## src/rtl/spi_txn_fsm_pkg.sv

```systemverilog
// ---------------------------------------------------------------------------
// spi_pkg
// Shared definitions for the SPI slave transaction controller:
//   - state_t  : transaction state encoding (4 bits)
//   - RW_READ / RW_WRITE : polarity of the R/W bit that follows the address
//   - max_int  : helper used to size the shared bit counter
// ---------------------------------------------------------------------------
package spi_pkg;

    typedef enum logic [3:0] {
        IDLE      = 4'd0,
        ADDR      = 4'd1,
        RW        = 4'd2,
        RD        = 4'd3,
        RD_INC    = 4'd4,
        RD_LOAD   = 4'd5,
        WR        = 4'd6,
        WR_COMMIT = 4'd7,
        DONE      = 4'd8
    } state_t;

    localparam logic RW_READ  = 1'b1;
    localparam logic RW_WRITE = 1'b0;

    function automatic int max_int(input int a, input int b);
        return (a > b) ? a : b;
    endfunction

endpackage

```

## src/rtl/spi_txn_fsm_bit_counter.sv

```systemverilog
// ---------------------------------------------------------------------------
// spi_bit_counter
// Loadable bit counter with a terminal-count compare. The same counter is
// reused for the address phase and for every data word; the caller selects
// the terminal value for the current phase.
//
// Ports:
//   clk        in   system clock
//   reset_n    in   synchronous active-low reset (counter -> 0)
//   i_clr      in   synchronous clear to 0 (wins over i_inc)
//   i_inc      in   count one bit
//   i_term     in   terminal count for the current phase
//   o_cnt      out  current count
//   o_at_term  out  o_cnt equals i_term
// ---------------------------------------------------------------------------
module spi_bit_counter #(
    parameter int WIDTH = 3
) (
    input  logic             clk,
    input  logic             reset_n,
    input  logic             i_clr,
    input  logic             i_inc,
    input  logic [WIDTH-1:0] i_term,
    output logic [WIDTH-1:0] o_cnt,
    output logic             o_at_term
);

    logic [WIDTH-1:0] r_cnt;
    logic             w_at_term;

    assign w_at_term = (r_cnt == i_term);

    // The count never runs past the terminal value; the controller clears it
    // on the terminal edge, so holding here only matters for stray strobes.
    always_ff @(posedge clk) begin
        if (!reset_n || i_clr) begin
            r_cnt <= '0;
        end else if (i_inc && !w_at_term) begin
            r_cnt <= r_cnt + WIDTH'(1);
        end
    end

    assign o_cnt     = r_cnt;
    assign o_at_term = w_at_term;

endmodule

```

## src/rtl/spi_txn_fsm.sv

```systemverilog
// ---------------------------------------------------------------------------
// spi_txn_fsm
// Sequences one SPI slave transaction: ADDR_W address bits, one R/W bit,
// then one data word (BURST=0) or consecutive words with address
// auto-increment while cs stays low (BURST=1). Sits between the SCLK edge
// detector / input conditioners and the address latch, shift register and
// data memory.
//
// Every output is a register that takes the value belonging to the state
// being entered, so a strobe is high for exactly the clock spent in the
// state that owns it (dm_we in WR_COMMIT, addr_inc in RD_INC/WR_COMMIT,
// sr_we in RD_LOAD and in the first RD clock after the R/W bit).
//
// Parameters:
//   ADDR_W  address bits per transaction (>=1)
//   DATA_W  bits per data word (>=2)
//   BURST   1 = auto-increment and continue words, 0 = single word
//
// Ports:
//   clk        in   system clock, all logic on posedge
//   reset_n    in   synchronous active-low reset
//   sclk_edge  in   one-clk strobe per conditioned SCLK rising edge
//   cs         in   chip select, active low (conditioned)
//   rw         in   R/W bit (shift register LSB), 1 = read
//   miso_buff  out  MISO tristate enable
//   addr_we    out  address latch write enable (level)
//   sr_we      out  shift register parallel load (1-clk pulse)
//   dm_we      out  data memory write (1-clk pulse)
//   addr_inc   out  address latch increment (1-clk pulse, BURST only)
//   busy       out  high whenever the state is not IDLE
//   abort      out  only with SPI_TXN_ABORT_FLAG_EN: cs rose mid-field
//
// Build option: define SPI_TXN_ABORT_FLAG_EN to add the abort output.
// ---------------------------------------------------------------------------
module spi_txn_fsm
    import spi_pkg::*;
#(
    parameter int ADDR_W = 7,
    parameter int DATA_W = 8,
    parameter bit BURST  = 1'b0
) (
    input  logic clk,
    input  logic reset_n,
    input  logic sclk_edge,
    input  logic cs,
    input  logic rw,
    output logic miso_buff,
    output logic addr_we,
    output logic sr_we,
    output logic dm_we,
    output logic addr_inc,
    output logic busy
`ifdef SPI_TXN_ABORT_FLAG_EN
    ,
    output logic abort
`endif
);

    localparam int CNT_W = $clog2(max_int(ADDR_W, DATA_W));
    localparam logic [CNT_W-1:0] ADDR_TC = CNT_W'(ADDR_W - 1);
    localparam logic [CNT_W-1:0] DATA_TC = CNT_W'(DATA_W - 1);

    state_t           r_state;
    logic             r_miso_buff;
    logic             r_addr_we;
    logic             r_sr_we;
    logic             r_dm_we;
    logic             r_addr_inc;
    logic             r_busy;

    logic             w_shift_phase;
    logic             w_cnt_clr;
    logic             w_cnt_inc;
    logic             w_at_term;
    logic [CNT_W-1:0] w_term;
    logic [CNT_W-1:0] w_cnt;

    // -----------------------------------------------------------------------
    // Bit counter control. Only ADDR, RD and WR count SCLK edges; the
    // counter is cleared on the terminal edge of each field, whenever cs is
    // high and while idle, and simply holds in the other states.
    // -----------------------------------------------------------------------
    always_comb begin
        w_shift_phase = (r_state == ADDR) || (r_state == RD) || (r_state == WR);
        w_term        = (r_state == ADDR) ? ADDR_TC : DATA_TC;
        w_cnt_clr     = 1'b0;
        w_cnt_inc     = 1'b0;
        if (cs || (r_state == IDLE)) begin
            w_cnt_clr = 1'b1;
        end else if (w_shift_phase && sclk_edge) begin
            if (w_at_term) begin
                w_cnt_clr = 1'b1;
            end else begin
                w_cnt_inc = 1'b1;
            end
        end
    end

    spi_bit_counter #(
        .WIDTH (CNT_W)
    ) u_bit_counter (
        .clk       (clk),
        .reset_n   (reset_n),
        .i_clr     (w_cnt_clr),
        .i_inc     (w_cnt_inc),
        .i_term    (w_term),
        .o_cnt     (w_cnt),
        .o_at_term (w_at_term)
    );

`ifdef SPI_TXN_ABORT_FLAG_EN
    logic r_abort;
    logic w_abort_cond;

    // A cs rise counts as an abort when a field is part-way shifted in, or
    // when the address is complete but the R/W bit has not arrived yet.
    assign w_abort_cond = (r_state == RW) || (w_shift_phase && (w_cnt != '0));
`else
    // The count value itself is only observed by the abort flag.
    logic w_unused_cnt;
    assign w_unused_cnt = |w_cnt;
`endif

    // -----------------------------------------------------------------------
    // Transaction state machine. cs high returns to IDLE from any state and
    // drops every output; a part-shifted write word is thereby discarded
    // before WR_COMMIT can raise dm_we.
    // -----------------------------------------------------------------------
    always_ff @(posedge clk) begin
        if (!reset_n) begin
            r_state     <= IDLE;
            r_miso_buff <= 1'b0;
            r_addr_we   <= 1'b0;
            r_sr_we     <= 1'b0;
            r_dm_we     <= 1'b0;
            r_addr_inc  <= 1'b0;
            r_busy      <= 1'b0;
`ifdef SPI_TXN_ABORT_FLAG_EN
            r_abort     <= 1'b0;
`endif
        end else if (cs) begin
            r_state     <= IDLE;
            r_miso_buff <= 1'b0;
            r_addr_we   <= 1'b0;
            r_sr_we     <= 1'b0;
            r_dm_we     <= 1'b0;
            r_addr_inc  <= 1'b0;
            r_busy      <= 1'b0;
`ifdef SPI_TXN_ABORT_FLAG_EN
            if (w_abort_cond) begin
                r_abort <= 1'b1;
            end
`endif
        end else begin
            // Strobes default low so each lasts exactly one clock.
            r_sr_we    <= 1'b0;
            r_dm_we    <= 1'b0;
            r_addr_inc <= 1'b0;
            r_busy     <= 1'b1;

            case (r_state)
                IDLE: begin
                    r_state   <= ADDR;
                    r_addr_we <= 1'b1;
`ifdef SPI_TXN_ABORT_FLAG_EN
                    r_abort   <= 1'b0;
`endif
                end

                ADDR: begin
                    if (sclk_edge && w_at_term) begin
                        r_addr_we <= 1'b0;
                        r_state   <= RW;
                    end
                end

                RW: begin
                    if (sclk_edge) begin
                        if (rw == RW_READ) begin
                            r_sr_we     <= 1'b1;
                            r_miso_buff <= 1'b1;
                            r_state     <= RD;
                        end else begin
                            r_state     <= WR;
                        end
                    end
                end

                RD: begin
                    if (sclk_edge && w_at_term) begin
                        if (BURST) begin
                            r_addr_inc  <= 1'b1;
                            r_state     <= RD_INC;
                        end else begin
                            r_miso_buff <= 1'b0;
                            r_state     <= DONE;
                        end
                    end
                end

                // Address bumps first, then the shift register loads the
                // word from the new address one clock later.
                RD_INC: begin
                    r_sr_we <= 1'b1;
                    r_state <= RD_LOAD;
                end

                RD_LOAD: begin
                    r_state <= RD;
                end

                // dm_we and addr_inc share the WR_COMMIT clock: the memory
                // captures the old address on the same edge that increments it.
                WR: begin
                    if (sclk_edge && w_at_term) begin
                        r_dm_we    <= 1'b1;
                        r_addr_inc <= BURST;
                        r_state    <= WR_COMMIT;
                    end
                end

                WR_COMMIT: begin
                    r_state <= BURST ? WR : DONE;
                end

                DONE: begin
                    r_state <= DONE;
                end

                default: begin
                    r_state <= IDLE;
                end
            endcase
        end
    end

    assign miso_buff = r_miso_buff;
    assign addr_we   = r_addr_we;
    assign sr_we     = r_sr_we;
    assign dm_we     = r_dm_we;
    assign addr_inc  = r_addr_inc;
    assign busy      = r_busy;
`ifdef SPI_TXN_ABORT_FLAG_EN
    assign abort     = r_abort;
`endif

endmodule

```

## config.mk

```make
export PLATFORM = sky130hd
export DESIGN_NAME = spi_txn_fsm
export DESIGN_NICKNAME = d
export VERILOG_FILES = /design/src/rtl/spi_txn_fsm_pkg.sv /design/src/rtl/spi_txn_fsm_bit_counter.sv /design/src/rtl/spi_txn_fsm.sv
export SDC_FILE = /design/constraint.sdc
export NUM_CORES = 1
export LEC_CHECK = 0
export BUFFER_PORTS_ARGS = -buffer_cell sky130_fd_sc_hd__buf_2
export CORE_AREA = 2 2 39 41
export DETAILED_ROUTE_END_ITERATION = 8
export DIE_AREA = 0 0 41 43
export PLACE_DENSITY_LB_ADDON = 0.1
export SETUP_SLACK_MARGIN = 0.15
export SLEW_MARGIN = 10
export SYNTH_ARGS = -nofsm -noshare
export SYNTH_HDL_FRONTEND = slang
export SYNTH_SLANG_ARGS = --single-unit
```

## constraint.sdc

```tcl
create_clock -name clk -period 4.53 [get_ports clk]
set_clock_uncertainty 0.15 [all_clocks]
set_input_delay 0.906 -clock clk [delete_from_list [all_inputs] [get_ports clk]]
set_output_delay 0.906 -clock clk [all_outputs]
set_load 0.005 [all_outputs]
```

-- Word-level counts from Yosys, hierarchy flattened
Index checks and enable logic that the tools add are counted.
- output and inout port bits: 6
- bits in registers: 12
- logic and storage cells: 65
- bitwise operators: 2
- muxes and demuxes: 23
- eq/ne operators: 14
- add/subtract/negate cells: 1
- reductions and logical operators: 18
- operator list (kind ; count):
    4-bit case mux with 8 select lines ; 1
    4-bit by 3-bit equality test with 1-bit output, second input constant ; 4
    4-bit two-way mux ; 4
    1-bit two-way mux ; 14
    4-bit by 2-bit equality test with 1-bit output, second input constant ; 2
    4-bit AND reduction ; 2
    2-bit by 1-bit != test with 1-bit output, second input constant ; 3
    1-bit case mux with 2 select lines ; 3
    4-bit by 1-bit equality test with 1-bit output, second input constant ; 1
    4-bit equality test, second input constant ; 1
    4-bit zero test ; 1
    1-bit logical OR ; 4
    2-bit != test, second input constant ; 2
    2-bit nonzero test ; 2
    2-bit OR reduction ; 2
    3-bit by 1-bit adder with 3-bit output, second input constant ; 1
    3-bit equality test ; 1
    1-bit logical AND ; 3
    3-bit two-way mux ; 1
    3-bit OR reduction ; 1
    1-bit zero test ; 2
    1-bit NOT ; 2
    2-bit AND reduction ; 1

-- Depth between registers and ports, before layout
Gate-level depths: netlist (run 1).
- depth in word-level cells: 7
- mapped depth: 6

-- Hierarchy
A second synthesis (run 1) with hierarchy kept.
- cells, all modules: 90
- area, all modules: 777.0 µm²
- by module, submodules not included (module ; sequential area each (µm²) ; cells each ; times used ; area an instance (µm²)):
    spi_txn_fsm ; 180.2 ; 61 ; 1 ; 513.0
    spi_bit_counter ; 60.1 ; 29 ; 1 ; 264.0

-- Worst setup path before layout (run 1)
Ideal clock, no wire load.
- kind: input -> register
- start point: input cs
- end point: register r_state[1]
- stages: 4
- path slack: 2.444 ns
- arrival time: 1.857 ns
- cells stage by stage: or3b_1 clkbuf_1 or3b_1 o211ai_1
- word-level cells in the longest chain between the ends: 1
- ends and longest elaborated chain (item ; line ; source):
    start, declared ; spi_txn_fsm.sv:45 ; input logic cs,
    2-bit OR reduction (no line) ; n/a ;
    end signal, assigned ; spi_txn_fsm.sv:223 ; r_state <= BURST ? WR : DONE;
    end, declared ; spi_txn_fsm.sv:63 ; state_t r_state;
No other way between the ends.
A chain may end at the register's enable or synchronous reset.

-- Final worst setup path (run 1)
- start point: register r_state[0]
- end point: register r_miso_buff (netlist: miso_buff)
- word-level cells in the longest chain between the ends: 6
- elaborated cells on any way between the ends: 12
- those cells by class: eq/ne: 7; mux: 2; reduce/logical: 3
- ends and longest elaborated chain (item ; line ; source):
    4-bit by 1-bit equality test with 1-bit output ; spi_txn_fsm.sv:85 ; w_term = (r_state == ADDR) ? ADDR_TC : DATA_TC;
    1-bit two-way mux ; spi_txn_fsm.sv:85 ;
    3-bit equality test ; spi_txn_fsm_bit_counter.sv:31 ; assign w_at_term = (r_cnt == i_term);
    1-bit logical AND ; spi_txn_fsm.sv:190 ; if (sclk_edge && w_at_term) begin
    2-bit by 1-bit != test with 1-bit output (no line) ; n/a ;
    4-bit AND reduction (no line) ; n/a ;
    end signal, assigned ; spi_txn_fsm.sv:143 ; r_miso_buff <= 1'b0;
    end signal, assigned ; spi_txn_fsm.sv:181 ; r_miso_buff <= 1'b1;
    end signal, assigned ; spi_txn_fsm.sv:195 ; r_miso_buff <= 1'b0;
    end, declared ; spi_txn_fsm.sv:64 ; logic r_miso_buff;
Several ways; a longest one is shown, not always the timed one.

==> out/metrics.csv, run 1 <==
metric;value;unit
outcome;complete, no violations;
dieArea;1760;µm²
tightest_slew;0.628;ns
slowest_stage;mux2i_1;
synth_common_cells;dfxtp_1 (12), nor2_1 (6), a21oi_1 (5), o21ai_0 (5);
worst-path-buf-inv;0;
cts_tree;done;
yosys_warnings;0;
die_y;43;µm
power;216;µW
yosysTopAreaCellShare;0.364;
rsz0062_at_grt;no;
fmaxAchievable;456;MHz
slew_headroom;0.569;
synthDistinctLibCells;35;
path_clk_slew;0.08;ns
row_count;14;
max_stage_delay;0.59;ns
ys_ff_latch;12;
hold_end;u_bit_counter.o_cnt[2]$_SDFFE_PP0P_;
hold_start;u_bit_counter.o_cnt[2]$_SDFFE_PP0P_;
clock_path_buffers;2;
final_layout_size_suffix_gt1_frac;0.165;
drtAntennaViolNets;0;
post_cts_buffers;0;
n_antenna_cell;0;
ys_seq_area_frac;0.364;
wl_per_cell;12.6;µm
reg2reg_from;r_state[0]$_SDFFE_PP0P_;
synth.most_common_cell;dfxtp_1;
layout.nets;92;
synth_area;661;µm²
worstRegToRegCells;4;
grt_max_degree;17;
antenna_found_initial;0;
fp.dieW;41;µm
path_class;flop to flop;
coreArea;1380;µm²
grt_use_total;0.191;
grt_first_pass_wirelength;2220;µm
yosys.area.top_type;dfxtp_1;
r2r_slack;2.34;ns
io_buffers;9;
dr_total_vias;579;
min_period_over_period;0.484;
synth_edf_count;0;
drc;0;
clk_latency;0.28;ns
drv_cap;0;
synthCells;78;
r2r-end;miso_buff$_SDFFE_PP0P_;
dr.pass1.iters;4;
syn_nets;84;
initial_core_util;0.477;
viasPerCell;5.73;
grt_pass1_vias;495;
vdd_drop_max;0.110;mV
cp_cell_sequence;nor4b_2 -> mux2i_1 -> and2_1 -> a41oi_1;
num_io_pins;11;
cp_max_fo;13;
drt-total-wl;1270;µm
grt_overflow_total;0;
min_period;2.19;ns
cts_hold_buffers;0;
cts_resized;0;
synth.area.top_cells;dfxtp_1 (36%), or3b_1 (4.0%), a21oi_1 (3.8%), nand2b_1 (3.8%), o21ai_0 (3.8%);
numCtsBuffers;3;
start_kind;flop;
critical-path-top-delay-family;simple AND/OR/NAND/NOR gates;
cts_sinks;12;
async_flop_share;0;
fin_hold_ws;0.348;ns
syn2layout_area_growth;10.2;%
hold_depth;2;
synth_ff_type;dfxtp_1;
fin_tns_setup;0;ns
drt-initial-drc-count;8;
cts_root_buf;clkbuf_4;
leakage;0.276;nW
worstPathArrival;2.18;ns
p_per_area;296;nW/µm²
syn_area_per_cell;8.47;µm²
cts_max_level;1;
finalSetupViolations;0;
finalHoldViolCount;0;
gp_congestion;0.724;
critical_path_required;4.51;ns
hold_path.class;flop to flop;
dp_hpwl;914;µm
finalMaxSlewViolations;0;
worst_setup_path_end_kind;flop;
power breakdown:
group / internal, mW / switching, mW
registers: 0.107 / 0.00312
clock network: 0.0489 / 0.0385
logic: 0.00857 / 0.00920
area by class of cell:
cell class / instances / area (µm²)
clock buffers: 4 / 36.3
well taps: 16 / 20.0
multi-input cells: 57 / 375
fillers: 136 / 656
repair buffers: 9 / 45.0
flip-flops and latches: 12 / 240
inverters: 3 / 11.3
kinds of logic (layout without fill, tap and decap cells):
family	Yosys count	in the layout	synth area share
and+or+nand+nor	32	32	0.299
AOI/OAI and AO/OA	22	22	0.229
DFF	12	12	0.364
buffers and inverters	9	16	0.0682
adders and majority gates	1	1	0.0189
other	1	1	0.00568
muxes	1	1	0.0152
tightest hold or removal path, stage by stage (launching register included):
cell	delay, ns
dfxtp_1	0.34
o31ai_1	0.07
a21oi_1	0.05
per-stage QoR:
stage,cell area (µm²),util,std cells,worst slack (ns)
after floorplan,661,-,78,2.44
after global placement,692,0.500,97,2.31
after detailed placement,692,0.500,97,2.30
after CTS,728,0.526,101,2.36
after global routing,728,0.526,101,2.13
final,728,0.526,101,2.34
worst max path at each step:
| stage | startpoint | to | slack (ns) | cells after the start |
|---|---|---|---|---|
| after floorplan | cs | r_state[1]$_SDFFE_PP0P_ | 2.44 | 4 |
| after global placement | sclk_edge | u_bit_counter.o_cnt[1]$_SDFFE_PP0P_ | 2.31 | 5 |
| after detailed placement | sclk_edge | u_bit_counter.o_cnt[1]$_SDFFE_PP0P_ | 2.30 | 5 |
| after CTS | r_state[0]$_SDFFE_PP0P_ | miso_buff$_SDFFE_PP0P_ | 2.36 | 4 |
| after global routing | r_state[0]$_SDFFE_PP0P_ | miso_buff$_SDFFE_PP0P_ | 2.13 | 4 |
| final | r_state[0]$_SDFFE_PP0P_ | miso_buff$_SDFFE_PP0P_ | 2.34 | 4 |
flip-flops by register name, indices dropped and copies added (netlist names):
| signal | count |
|---|---|
| u_bit_counter.o_cnt | 3 |
| dm_we | 1 |
| miso_buff | 1 |
| addr_we | 1 |
| sr_we | 1 |
| r_state | 4 |
| busy | 1 |
placed cells by master, fill, tap and decap left out:
cell type  synthesis  routed
a21oi_1            5       5
buf_2              0       9
a2111o_1           1       1
o32ai_1            1       1
or3_1              2       2
a311o_1            1       1
a31oi_1            1       1
o21bai_1           1       1
inv_1              3       3
or3b_1             3       3
nand2b_1           4       4
dfxtp_1           12      12
o211ai_1           1       1
ha_1               1       1
o31ai_1            1       1
nor4_1             2       2
clkbuf_4           0       3
mux2i_1            1       1
o21a_1             1       1
and4_1             1       1
nor2_1             6       6
a41oi_1            1       1
nor3_1             2       2
a221oi_1           1       1
a21o_1             1       1
nor3b_1            1       1
o21ai_0            5       5
conb_1             1       1
nor4b_2            1       1
and2_1             2       2
clkbuf_8           0       1
a221o_1            1       1
nand3_1            3       3
nand2_1            2       2
nand3b_1           3       3
routing by layer:
layer | global-route usage | routed length, µm | share of wire | vias up
met5 | 0 | 0 | 0 | -
met4 | 0.140 | 31 | 0.024 | 0
met1 | 0.249 | 640 | 0.50 | 261
met3 | 0.0471 | 34 | 0.027 | 4
li1 | - | - | - | 304
met2 | 0.259 | 566 | 0.44 | 10
(Power assumes the default switching activity.)
==> run 2, diff against run 1 <==
- clock period: 4.53 -> 2.1 ns (I/O delays scaled with it)
==> out/metrics.csv, run 2 (same netlist as run 1, synthesis figures left out) <==
metric;value;unit;change
largest_register;r_state;;unchanged
cts_max_level;1;;unchanged
min_period_over_period;0.881;;was 0.484
min_period;1.85;ns;was 2.19 ns
fin_cells;107;;was 101
io_buffers;9;;unchanged
viasPerCell;5.68;;was 5.73
nFillCells;137;;was 136
cts_sinks;12;;unchanged
drtAntennaViolNets;0;;unchanged
drv_cap;0;;unchanged
fmaxAchievable;541;MHz;was 456 MHz
rsz0062_at_grt;no;;unchanged
drt-total-wl;1390;µm;was 1270 µm
cts_tree;done;;unchanged
grt_use_total;0.201;;was 0.191
drc;0;;unchanged
p_per_area;599;nW/µm²;was 296 nW/µm²
syn2layout_area_growth;17.2;%;was 10.2%
grt_max_degree;13;;was 17
fin_tns_setup;0;ns;unchanged
final_common_cell;dfxtp_1;;unchanged
path_clk_slew;0.08;ns;about the same
fp.dieW;41;µm;unchanged
coreArea;1380;µm²;unchanged
post_cts_buffers;0;;unchanged
mostFrequentLayoutCells;dfxtp_1 (11), buf_2 (9), nor2_1 (6), buf_4 (6);;was dfxtp_1 (12), buf_2 (9), nor2_1 (6), a21oi_1 (5), o21ai_0 (5)
num_io_pins;11;;unchanged
final_layout_size_suffix_gt1_frac;0.231;;was 0.165
max_stage_delay;0.49;ns;was 0.59 ns
antenna_found_initial;0;;unchanged
drt-initial-drc-count;16;;was 8
hold_path.class;primary input to flop;;was flop to flop
start_kind;flop;;unchanged
grt_first_pass_wirelength;2370;µm;was 2220 µm
dr.pass1.iters;4;;unchanged
worst-path-buf-inv;1;;was 0
clock_path_buffers;2;;unchanged
seqCellArea;241;µm²;was 240 µm²
grt_pass1_vias;524;;was 495
leakage;0.309;nW;was 0.276 nW
slowest_stage;a2111o_1;;was mux2i_1
grt_overflow_total;0;;unchanged
worstPathArrival;1.90;ns;was 2.18 ns
cp_max_fo;7;;was 13
largest_reg_flops;4;;unchanged
gp_congestion;0.835;;was 0.724
worst_setup_path_end_kind;flop;;unchanged
critical-path-top-delay-family;compound AO/OA/AOI/OAI gates;;was simple AND/OR/NAND/NOR gates
path_class;flop to flop;;unchanged
vdd_drop_max;0.303;mV;was 0.110 mV
clk_latency;0.27;ns;was 0.28 ns
layout.nets;98;;was 92
multi_input_area;375;µm²;unchanged
cts_root_buf;clkbuf_4;;unchanged
row_count;14;;unchanged
finalHoldViolCount;0;;unchanged
power;464;µW;was 216 µW
dp_cells;103;;was 97
finalSetupViolations;0;;unchanged
numCtsBuffers;3;;unchanged
critical_path_required;2.15;ns;was 4.51 ns
wl_per_cell;13.0;µm;was 12.6 µm
cp_cell_sequence;buf_4 -> nand3b_1 -> a2111o_1 -> or3b_1 -> a21oi_1;;was nor4b_2 -> mux2i_1 -> and2_1 -> a41oi_1
finalMaxSlewViolations;0;;unchanged
outcome;complete, no violations;;unchanged
dieArea;1760;µm²;unchanged
die_y;43;µm;unchanged
dr_total_vias;608;;was 579
initial_core_util;0.477;;unchanged
n_antenna_cell;0;;unchanged
dp_hpwl;1040;µm;was 914 µm
==> run 2: path summary, 6_finish.rpt <==
path | startpoint | slack (ns) | endpoint | cells after the start
setup / recovery | r_state[1]$_SDFFE_PP0P_ | 0.25 | u_bit_counter.o_cnt[1]$_SDFFE_PP0P_ | 5
hold / removal | reset_n | 0.31 | busy$_SDFF_PN0_ | 3
setup reg to reg | r_state[1]$_SDFFE_PP0P_ | 0.25 | u_bit_counter.o_cnt[1]$_SDFFE_PP0P_ | 5
hold reg to reg | u_bit_counter.o_cnt[2]$_SDFFE_PP0P_ | 0.37 | u_bit_counter.o_cnt[2]$_SDFFE_PP0P_ | 2
==> run 2: per-stage QoR <==
step | instance area (µm²) | utilization | worst slack (ns) | hold slack (ns)
finish | 774 | 0.560 | 0.250 | 0.312
global route | 774 | 0.560 | 0.162 | 0.330
CTS | 773 | 0.559 | 0.222 | 0.318
detailed placement | 737 | 0.533 | 0.243 | 0.361
global placement | 737 | 0.533 | 0.275 | 0.333
floorplan | 661 | - | 0.326 | 0.316
==> run 2: per-layer routing <==
metal / share of wire / up-vias / global-route usage
li1: - / 315 / -
met2: 0.48 / 12 / 0.303
met5: 0 / - / 0
met1: 0.47 / 279 / 0.254
met4: 0.013 / 0 / 0.100
met3: 0.035 / 2 / 0.0471
==> run 2: report_power, final <==
part	switching, mW	leakage [nW]	total, mW	internal [mW]
combinational	0.0252	0.190	0.0461	0.0209
clock	0.0776	0.0210	0.183	0.105
sequential	0.00306	0.0979	0.235	0.232
total	0.106	0.309	0.464	0.358
==> run 2: what timing repair did <==
item	in CTS	in global routing
endpoints found under the setup margin	0	3
endpoints found under the hold margin	0	0
hold buffers	0	0
resized for setup	0	1
==> run 2: final cells by class <==
cell class	instances	area share
clock buffer	4	0.0468
inverter	3	0.0145
multi-input combinational	57	0.485
sequential	12	0.312
tap	16	0.0258
timing repair buffer	15	0.116
==> run 2: worst register-to-register path, stage by stage (launching register included) <==
cell	delay, ns
dfxtp_1	0.39
buf_4	0.17
nand3b_1	0.10
a2111o_1	0.49
or3b_1	0.37
a21oi_1	0.12
==> run 3, diff against run 2 <==
- CORE_AREA: 2 2 39 41 -> default
- CORE_MARGIN: default -> 2
- CORE_UTILIZATION: default -> 47
- DIE_AREA: 0 0 41 43 -> default
- GPL_TIMING_DRIVEN: default -> 0
- clock period: 2.1 -> 1.7 ns (I/O delays scaled with it)
==> out/metrics.csv, run 3 (same netlist as run 1, synthesis figures left out) <==
metric;value;unit;change
outcome;finished, violations left;;was complete, no violations
violations;negative setup slack;;
final_area;901;µm²;was 774 µm²
power.share.switching;0.235;;was 0.228
power.internal;452;µW;was 358 µW
grt_max_degree;11;;was 13
grt_first_pass_wirelength;2480;µm;was 2370 µm
dpl_cell_area;758;µm²;was 737 µm²
cts_sinks;12;;unchanged
start_kind;flop;;unchanged
drt-initial-drc-count;37;;was 16
num_io_pins;11;;unchanged
drc;0;;unchanged
dieArea;1720;µm²;was 1760 µm²
grt_pass1_vias;589;;was 524
fin_tns_setup;-0.0516;ns;was 0 ns
place_ws;-0.114;ns;was 0.243 ns
seqPwrFrac;0.490;;was 0.506
worstRegToRegCells;4;;was 5
seqCellArea;246;µm²;was 241 µm²
hold_path.class;primary input to flop;;unchanged
n_antenna_cell;0;;unchanged
wl_per_cell;13.2;µm;was 13.0 µm
dr.pass1.iters;4;;unchanged
cts_max_level;1;;unchanged
worstPathArrival;1.80;ns;was 1.90 ns
critical_path_required;1.76;ns;was 2.15 ns
coreArea;1300;µm²;was 1380 µm²
initial_core_util;0.508;;was 0.477
drt-total-wl;1500;µm;was 1390 µm
row_count;13;;was 14
finalWorstSetupSlack;-0.0374;ns;was 0.250 ns
nFillCells;111;;was 137
antenna_found_initial;0;;unchanged
clock_path_buffers;2;;unchanged
rsz0062_at_grt;yes;;was no
cts_hold_buffers;0;;unchanged
worst_setup_path_end_kind;flop;;unchanged
grt_overflow_total;0;;unchanged
power_frac_clock;0.386;;was 0.394
fp.dieW;41.5;µm;was 41 µm
cp_cell_sequence;nand2b_4 -> a2111o_1 -> or3b_1 -> a21oi_2;;was buf_4 -> nand3b_1 -> a2111o_1 -> or3b_1 -> a21oi_1
finalSetupViolations;3;;was 0
grt_use_total;0.182;;was 0.201
drv_cap;0;;unchanged
numCtsBuffers;3;;unchanged
cts_tree;done;;unchanged
finalMaxSlewViolations;0;;unchanged
cts_root_buf;clkbuf_4;;unchanged
fmaxAchievable;576;MHz;was 541 MHz
viasPerCell;5.70;;was 5.68
p_per_area;656;nW/µm²;was 599 nW/µm²
min_period;1.74;ns;was 1.85 ns
p_sw;139;µW;was 106 µW
io_buffers;9;;unchanged
slowest_stage;a2111o_1;;unchanged
max_stage_delay;0.48;ns;was 0.49 ns
comb_power_share;0.123;;was 0.099
leakage;0.353;nW;was 0.309 nW
hold_depth;3;;unchanged
multi_input_area;442;µm²;was 375 µm²
path_class;flop to flop;;unchanged
r2r_slack;-0.04;ns;was 0.25 ns
largest_reg_flops;4;;unchanged
dr_total_vias;650;;was 608
dp_cells;102;;was 103
mostFrequentLayoutCells;buf_4 (9), dfxtp_1 (9), buf_2 (9), nor2_1 (6), o21ai_0 (5);;was dfxtp_1 (11), buf_2 (9), nor2_1 (6), buf_4 (6)
die_y;41.5;µm;was 43 µm
power;591;µW;was 464 µW
final_layout_size_suffix_gt1_frac;0.354;;was 0.231
cp_max_fo;6;;was 7
fin_cells;114;;was 107
vdd_drop_max;0.565;mV;was 0.303 mV
min_period_over_period;1.02;;was 0.881
clk_latency;0.27;ns;about the same
drtAntennaViolNets;0;;unchanged
finalHoldViolCount;0;;unchanged
path_clk_slew;0.08;ns;about the same
gp_congestion;0.709;;was 0.835
largest_register;r_state;;unchanged
syn2layout_area_growth;36.4;%;was 17.2%
dp_hpwl;973;µm;was 1040 µm
layout.nets;106;;was 98
run 3: cell types whose count changed in the layout (fill, tap and decap cells not counted), sizes merged:
cell    change
buf         +5
clkbuf      +3
run 3: power groups by stage:
stage | sequential [mW] | combinational (mW) | clock [mW]
floorplan | 0.297 | 0.0437 | 0
global placement | 0.298 | 0.0609 | 0
detailed placement | 0.298 | 0.0613 | 0
CTS | 0.290 | 0.0638 | 0.231
global route | 0.291 | 0.0804 | 0.248
finish | 0.290 | 0.0729 | 0.228
run 3: what timing repair did:
action | CTS | global route
resized for setup | 3 | 7
buffers inserted | 6 | 2
pin swaps | 2 | 2
setup endpoints to repair | 9 | 10
run 3: path summary, 6_finish.rpt:
kind                                                          start                                  end
worst max register to register              r_state[2]$_SDFFE_PP0P_  u_bit_counter.o_cnt[1]$_SDFFE_PP0P_
worst min register to register  u_bit_counter.o_cnt[2]$_SDFFE_PP0P_  u_bit_counter.o_cnt[2]$_SDFFE_PP0P_
worst min-delay path                                        reset_n                      busy$_SDFF_PN0_
worst max-delay path                        r_state[2]$_SDFFE_PP0P_  u_bit_counter.o_cnt[1]$_SDFFE_PP0P_
run 3: final cells by class:
cell class | count | share of cell area
plain buffers | 6 | 0.0458
clock buffers | 4 | 0.0403
inverters | 3 | 0.0125
multi-input cells | 57 | 0.490
flip-flops and latches | 12 | 0.274
well taps | 15 | 0.0208
repair buffers | 17 | 0.117
run 3: through the flow:
step / util / hold slack [ns]
global placement: 0.583 / 0.332
CTS: 0.655 / 0.214
global route: 0.692 / 0.235
detailed placement: 0.583 / 0.357
floorplan: - / 0.316
finish: 0.692 / 0.221
run 3: worst max-delay path, delay by kind of cell (launching register included):
| family | cells | cell delay [ns] |
|---|---|---|
| simple gates | 2 | 0.56 |
| flops | 1 | 0.37 |
| compound gates | 2 | 0.60 |
run 3: per-layer routing:
layer | GRT usage | vias to the layer above | wire length, µm
met3 | 0.0391 | 4 | 75
met1 | 0.253 | 298 | 710
met4 | 0.0581 | 0 | 20
met2 | 0.281 | 16 | 696
met5 | 0 | - | 0
li1 | - | 332 | -
